==> src/rtl/counter_pkg.sv <==
`default_nettype none
// ============================================================================
// Module   : counter_pkg
// Purpose  : Shared definitions for the up/down counter family. Holds the
//            wrap/saturate mode encodings and the next-count step function so
//            single- and multi-channel counters compute identical results.
// Contents : MODE_WRAP, MODE_SAT   - bound behaviour encodings
//            c_FN_W                - data width of the shared step function
//            next_count()          - returns {event, next_q}
// Revision : 1.0 - initial release
// ============================================================================
package counter_pkg;

    localparam int MODE_WRAP = 0;
    localparam int MODE_SAT  = 1;

    // Fixed working width of next_count(); callers zero-extend their count
    // into it and take back only their low WIDTH bits.
    localparam int c_FN_W = 32;

    // One counting step. The step is done in c_FN_W+1 bits so that carry out
    // of the top and borrow below zero are both visible, instead of relying
    // on natural overflow (which would be wrong for non-power-of-2 ranges).
    // Result bit c_FN_W is the wrap/saturation event; the rest is next_q.
    function automatic logic [c_FN_W:0] next_count(
        input logic [c_FN_W-1:0] q,
        input logic              up_dn,
        input logic [c_FN_W-1:0] max,
        input logic              sat
    );
        logic [c_FN_W:0]   w_sum;
        logic              w_evt;
        logic [c_FN_W-1:0] w_nq;
        if (up_dn) begin
            w_sum = {1'b0, q} + (c_FN_W+1)'(1);
            if (w_sum > {1'b0, max}) begin
                w_evt = 1'b1;
                w_nq  = sat ? q : '0;
            end else begin
                w_evt = 1'b0;
                w_nq  = w_sum[c_FN_W-1:0];
            end
        end else begin
            w_sum = {1'b0, q} - (c_FN_W+1)'(1);
            // Borrow out of the top bit means q was already zero.
            if (w_sum[c_FN_W]) begin
                w_evt = 1'b1;
                w_nq  = sat ? q : max;
            end else begin
                w_evt = 1'b0;
                w_nq  = w_sum[c_FN_W-1:0];
            end
        end
        return {w_evt, w_nq};
    endfunction

endpackage
`default_nettype wire

==> src/rtl/param_updown_counter.sv <==
`default_nettype none
// ============================================================================
// Module   : param_updown_counter
// Purpose  : Parametrised synchronous up/down counter, modulo MAX_COUNT+1,
//            with enable, synchronous clear, clamped parallel load and
//            selectable wrap or saturate behaviour at the bounds.
// Ports    : clk      - rising-edge clock
//            rst      - asynchronous reset, active low
//            en       - count enable for this cycle
//            up_dn    - direction, 1 = up, 0 = down
//            clr      - synchronous clear to 0 (highest priority)
//            load     - synchronous parallel load
//            load_val - value to load, clamped to MAX_COUNT
//            q        - current count (registered)
//            tc       - terminal count (combinational), cascade enable
//            wrap     - one-cycle pulse after a wrap or saturation edge
//            ovf      - sticky wrap/saturation flag
// Revision : 1.0 - initial release
// ============================================================================
module param_updown_counter
    import counter_pkg::*;
#(
    parameter int WIDTH     = 4,
    parameter int MAX_COUNT = 2**WIDTH - 1,
    parameter int SATURATE  = MODE_WRAP,
    parameter int RESET_VAL = 0
) (
    input  logic             clk,
    input  logic             rst,
    input  logic             en,
    input  logic             up_dn,
    input  logic             clr,
    input  logic             load,
    input  logic [WIDTH-1:0] load_val,
    output logic [WIDTH-1:0] q,
    output logic             tc,
    output logic             wrap,
    output logic             ovf
);

    // ------------------------------------------------------------------------
    // Parameter legality. WIDTH is capped at 31 so that MAX_COUNT fits an int
    // and leaves headroom inside the shared step function.
    // ------------------------------------------------------------------------
    if (WIDTH < 2 || WIDTH > 31) begin : g_chk_width
        $error("param_updown_counter: WIDTH must be in 2..31");
    end
    if (MAX_COUNT < 0 || 64'(MAX_COUNT) > ((64'(1) << WIDTH) - 64'(1))) begin : g_chk_max
        $error("param_updown_counter: MAX_COUNT exceeds 2**WIDTH-1");
    end
    if (RESET_VAL < 0 || RESET_VAL > MAX_COUNT) begin : g_chk_rst
        $error("param_updown_counter: RESET_VAL exceeds MAX_COUNT");
    end

    localparam logic [WIDTH-1:0]  c_MAX   = WIDTH'(MAX_COUNT);
    localparam logic [WIDTH-1:0]  c_RST   = WIDTH'(RESET_VAL);
    localparam logic [c_FN_W-1:0] c_MAX32 = c_FN_W'(MAX_COUNT);
    localparam logic              c_SAT   = (SATURATE != MODE_WRAP);

    logic [WIDTH-1:0] r_q;
    logic             r_wrap;
    logic             r_ovf;

    logic [c_FN_W:0]  w_nxt;
    logic [WIDTH-1:0] w_next_q;
    logic             w_event;
    logic [WIDTH-1:0] w_load_q;
    logic             w_hi_unused;

    assign w_nxt    = next_count(c_FN_W'(r_q), up_dn, c_MAX32, c_SAT);
    assign w_next_q = w_nxt[WIDTH-1:0];
    assign w_event  = w_nxt[c_FN_W];

    // Upper bits of the step result are always zero for an in-range count.
    assign w_hi_unused = ^w_nxt[c_FN_W-1:WIDTH];

    // Out-of-range load values are clamped rather than truncated.
    assign w_load_q = (load_val > c_MAX) ? c_MAX : load_val;

    always_ff @(posedge clk or negedge rst) begin
        if (!rst) begin
            r_q    <= c_RST;
            r_wrap <= 1'b0;
            r_ovf  <= 1'b0;
        end else if (clr) begin
            r_q    <= '0;
            r_wrap <= 1'b0;
            r_ovf  <= 1'b0;
        end else if (load) begin
            r_q    <= w_load_q;
            r_wrap <= 1'b0;
        end else if (en) begin
            r_q    <= w_next_q;
            r_wrap <= w_event;
            if (w_event) begin
                r_ovf <= 1'b1;
            end
        end else begin
            r_wrap <= 1'b0;
        end
    end

    assign q    = r_q;
    assign wrap = r_wrap;
    assign ovf  = r_ovf;

    // Asserts on the count that would cause an event if enabled, so the next
    // stage of a cascade advances exactly when this stage rolls over.
    assign tc = en & ((up_dn & (r_q == c_MAX)) | (~up_dn & (r_q == '0)));

endmodule
`default_nettype wire

==> config.mk <==
export PLATFORM = sky130hd
export DESIGN_NAME = param_updown_counter
export DESIGN_NICKNAME = d
export VERILOG_FILES = /design/src/rtl/counter_pkg.sv /design/src/rtl/param_updown_counter.sv
export SDC_FILE = /design/constraint.sdc
export NUM_CORES = 1
export LEC_CHECK = 0
export BUFFER_PORTS_ARGS = -buffer_cell sky130_fd_sc_hd__buf_2
export CORE_AREA = 8 8 45 47
export DETAILED_ROUTE_END_ITERATION = 8
export DIE_AREA = 0 0 53 55
export PLACE_DENSITY_LB_ADDON = 0.05
export REMOVE_ABC_BUFFERS = 1
export SLEW_MARGIN = 15
export SYNTH_ARGS = -nofsm -noshare
export SYNTH_HDL_FRONTEND = slang
export SYNTH_SLANG_ARGS = --single-unit
==> constraint.sdc <==
create_clock -name clk -period 3.7 [get_ports clk]
set_input_delay 0.185 -clock clk [delete_from_list [all_inputs] [get_ports clk]]
set_output_delay 0.185 -clock clk [all_outputs]
set_load 0.02 [all_outputs]
---- Word-level counts from Yosys, hierarchy flattened ----
Index checks and enable logic that the tools add are counted.
operators by class
  $add $sub $neg .......................... 2
  $lt $le $gt $ge ......................... 2
  equal/unequal tests ..................... 2
  mux-type cells .......................... 17
  bitwise gates (word level) .............. 5
  reduce and logical (&&, ||, !) cells .... 5
operators by type and width
  cell                   count
  $mux W4                7
  $mux W1                10
  $add A4 B1 Y5 const B  1
  $gt A5 B4 Y1 const B   1
  $sub A4 B1 Y5 const B  1
  $eq A4 B4 Y1 const B   1
  $gt A4 B4 Y1 const B   1
  $logic_not A4 Y1       1
  $reduce_bool A2 Y1     2
  $and A1 B1 Y1          3
  $reduce_and A3 Y1      1
  $reduce_bool A3 Y1     1
  $ne A2 B2 Y1 const B   1
  $not A1 Y1             1
  $or A1 B1 Y1           1
word-level totals
  register bits after elaboration ......... 6
  bits of input ports ..................... 10
  output and inout bits ................... 7
  logic and storage cells ................. 36

---- Logic depth before layout (Yosys ltp) ----
  depth in word-level cells ............... 8
  gate-level depth with buffers ........... 6
  mapped depth without buffers ............ 6

---- Least setup slack after synthesis ----
No wires, ideal clock.
  path type ............................... register to register
  start ................................... register r_q[0], in the netlist q[0]
  end ..................................... register r_ovf, in the netlist ovf
  setup time .............................. 0.118 ns
  arrival ................................. 1.632 ns
  data required time ...................... 3.582 ns
  setup slack ............................. 1.950 ns
  stages on the path, launching flop included .. 7
  buffers on the path ..................... 0
  cells stage by stage .................... dfrtp_1 inv_1 ha_1 nor3b_2 o2111ai_1 a31oi_1 a21o_1
on the way
  word-level cells in the longest chain between the ends .. 6
ends and longest elaborated chain
  element                                  RTL line                    source
  start, declared                          param_updown_counter.sv:60  logic [WIDTH-1:0] r_q;
  start signal, assigned                   param_updown_counter.sv:82  r_q <= c_RST;
  start signal, assigned                   param_updown_counter.sv:90  r_q <= w_load_q;
  start signal, assigned                   param_updown_counter.sv:93  r_q <= w_next_q;
  $add A4 B1 Y5                            counter_pkg.sv:35           w_sum = {1'b0, q} + (c_FN_W+1)'(1);
  $gt A5 B4 Y1                             counter_pkg.sv:36           if (w_sum > {1'b0, max}) begin
  $mux W1                                  counter_pkg.sv:36
  $mux W1 (*)                              counter_pkg.sv:34           if (up_dn) begin
  $reduce_bool A2 Y1 (no source line) (*)  -
  $reduce_and A3 Y1 (no source line) (*)   -
  end signal, assigned                     param_updown_counter.sv:84  r_ovf <= 1'b0;
  end signal, assigned                     param_updown_counter.sv:88  r_ovf <= 1'b0;
  end signal, assigned                     param_updown_counter.sv:96  r_ovf <= 1'b1;
  end, declared                            param_updown_counter.sv:62  logic r_ovf;
Mark *: on every way between the ends. The rest lies on a longest branch, timed or not.
A chain may end at the register's enable or synchronous reset.

---- Worst setup path in the final report ----
Ends and elaborated chain as after synthesis.

==> results.yml <==
logic_synthesis:
  synth_cells: 68
  synth_top_cell_area_share_pct: 27.3
  ys_types: 30
  yosysSeqAreaShare_pct: 27.3
  synth_top_cells_by_count: "nand2_1, dfrtp_1, inv_1"
  ys_ff_latch: 6
  synthTopCellsByArea: "dfrtp_1, ha_1, nand2_1"
  synth_top_cell_by_area: "dfrtp_1"
  async_reset_ff_share_pct: 100
  syn_area_um2: 551
  synth_most_common_cell: "nand2_1"
  synth_edf_count: 0
  postSynthAreaPerCell_um2: 8.10
  ys_warn_count: 0
  synth-main-ff-cell: "dfrtp_1"
timing:
  fin_crit_ps: 1850
  skew_ps: 4.23
  worst_pin_slew_ps: 426
  period_share_pct: 50.0
  fmax_ghz: 0.541
  rsz0062_at_grt: "no"
  whs_ps: 168
  slew_viol_final: 0
  setup-tns-final_ps: 0
  slew_headroom_pct: 71.6
  setup_viol: 0
  hold_viol_final: 0
clocking:
  cts_max_level: 1
  root_buffer: "clkbuf_4"
  cts_buffers: 3
  cts.sinks: 6
  clkTransAtPathRegs_ps: 40
  clkLatencyLatePin_ps: 240
  clockBufferDepth: 2
  post_cts_buffers: 0
  cts_tree: "yes"
die:
  dieArea_um2: 2920
  fp.dieH_um: 55
  core_area_um2: 1380
  start_util_pct: 39.8
  fp.dieW_um: 53
  pin_count: 17
  fp-row-count: 14
critical_path:
  cp-end-kind: "register"
  start_kind: "register"
  path_buf_inv: 1
  cp_cell_sequence: "inv_1 > ha_1 > nor3b_2 > o2111ai_1 > a31oi_1 > a21o_1"
  critPathArrivalTime_ps: 2030
  slowest_delay_ps: 470
  required_ps: 3880
  path_max_fanout: 8
  path_class: "register to register"
  worst_path_max_delay_cell: "dfrtp_1"
  path_delay_family: "compound AO/OA/AOI/OAI gates"
min_path:
  min_path_type: "primary input to register"
drt:
  wirelength_um: 1370
  drc: 0
  routedWlPerCell_um: 14.0
  vias: 562
  first_iter_violations: 20
  vias_per_cell: 5.73
  firstDrtPassIters: 5
  drtAntennaViolNets: 0
finish:
  drive_gt1_share_pct: 26.8
  multiInputGateArea_um2: 337
  area_growth_pct: 16.6
  fill_cells: 150
  antenna_cells: 0
  fin_area_um2: 642
  fin_nets: 98
  ff_latch_area_um2: 150
place:
  numPortBuffers: 16
  dp_hpwl_um: 1090
  gp_congestion: 0.753
  dpl_cell_area_um2: 609
global_routing:
  antenna_found_initial: 0
  grt.total_usage_pct: 10.3
  overflow: 0
  grt_max_degree: 14
  grt_first_pass_wirelength_um: 2280
  grt_pass1_vias: 536
flow_run:
  drv_cap: 0
pwr:
  powerDensity_nw_per_um2: 313
  p_comb_share_pct: 30.9
  intPower_uw: 132
  cellLeakagePower_uw: 0.000304
  p_seq_share_pct: 40.2
  p_clk_share_pct: 29.0
  ir_worst_vdd_v: 0.000157
  power_switching_uw: 69.3
  swShare_pct: 34.5
run_status:
  status: "completed"
[worst reg2reg max path, stage by stage (launching register included)]
cell and delay, ps:
dfrtp_1 470, inv_1 150, ha_1 360, nor3b_2 280
o2111ai_1 130, a31oi_1 280, a21o_1 120
[state kept, by name, summed over array words and instances (netlist names)]
register and count:
q 4, wrap 1, ovf 1
[cells in the final DEF, fill, tap and decap left out, drive strengths merged, types with 3 or more instances in the layout]
| master | Yosys | final |
|---|---|---|
| a21oi | 5 | 5 |
| a31oi | 3 | 3 |
| buf | 5 | 16 |
| clkbuf | 1 | 3 |
| dfrtp | 6 | 6 |
| ha | 4 | 4 |
| inv | 6 | 6 |
| nand2 | 7 | 7 |
| nor3 | 4 | 4 |
| o21ai | 5 | 5 |
| o32ai | 3 | 3 |
[power by group through the flow]
| stage | Sequential [µW] | Clock (µW) | Combinational [µW] |
|---|---|---|---|
| floorplan | 85.2 | 0 | 33.0 |
| global placement | 81.3 | 0 | 62.1 |
| detailed placement | 81.5 | 0 | 61.1 |
| CTS | 80.5 | 61.4 | 62.2 |
| global route | 81.8 | 66.0 | 69.9 |
| finish | 80.7 | 58.2 | 62.0 |
[repair_timing]
item | CTS | global route
resized for setup | 0 | 0
hold buffers | 1 | 0
hold endpoints to repair | 6 | 0
[logic make-up after synthesis]
logic type | after synthesis | share of synthesized area (%)
buffers and inverters | 12 | 11.6
adders and majority gates | 4 | 9.09
and+or+nand+nor | 22 | 22.7
AOI/OAI and AO/OA | 23 | 27.5
muxes | 1 | 1.82
DFF | 6 | 27.3
[worst paths after layout]
check / startpoint / endpoint / slack [ps] / cells past startpoint
max in group asynchronous: rst / ovf / 3270 / 2
min in group asynchronous: rst / q[3] / 280 / 2
worst min-delay path: clr / q[3] / 170 / 2
worst max-delay path: q[0] / ovf / 1850 / 6
worst max register to register: q[0] / ovf / 1850 / 6
worst min register to register: ovf / ovf / 480 / 1
[per-stage QoR]
stage	setup slack (ps)	total power [µW]	instances	utilization, %
floorplan	1950	118	62	-
global placement	1930	143	94	44.0
detailed placement	1890	143	94	44.0
CTS	1880	204	98	46.4
global route	1680	218	98	46.4
finish	1850	201	98	46.4
[layer usage]
layer  GRT usage [%]  up-vias  share of wire [%]
li1                -      282                  -
met1            11.9      256                 47
met5               0        -                  0
met4            6.47        0                1.9
met3            2.14        6                6.0
met2            17.2       18                 45
[cell type report]
cell class	count	area share, %
sequential	6	23.4
tap	16	3.12
inverter	6	3.51
multi-input combinational	50	52.4
clock buffer	3	3.51
timing repair buffer	17	14.0
(Power assumes the default switching activity.)
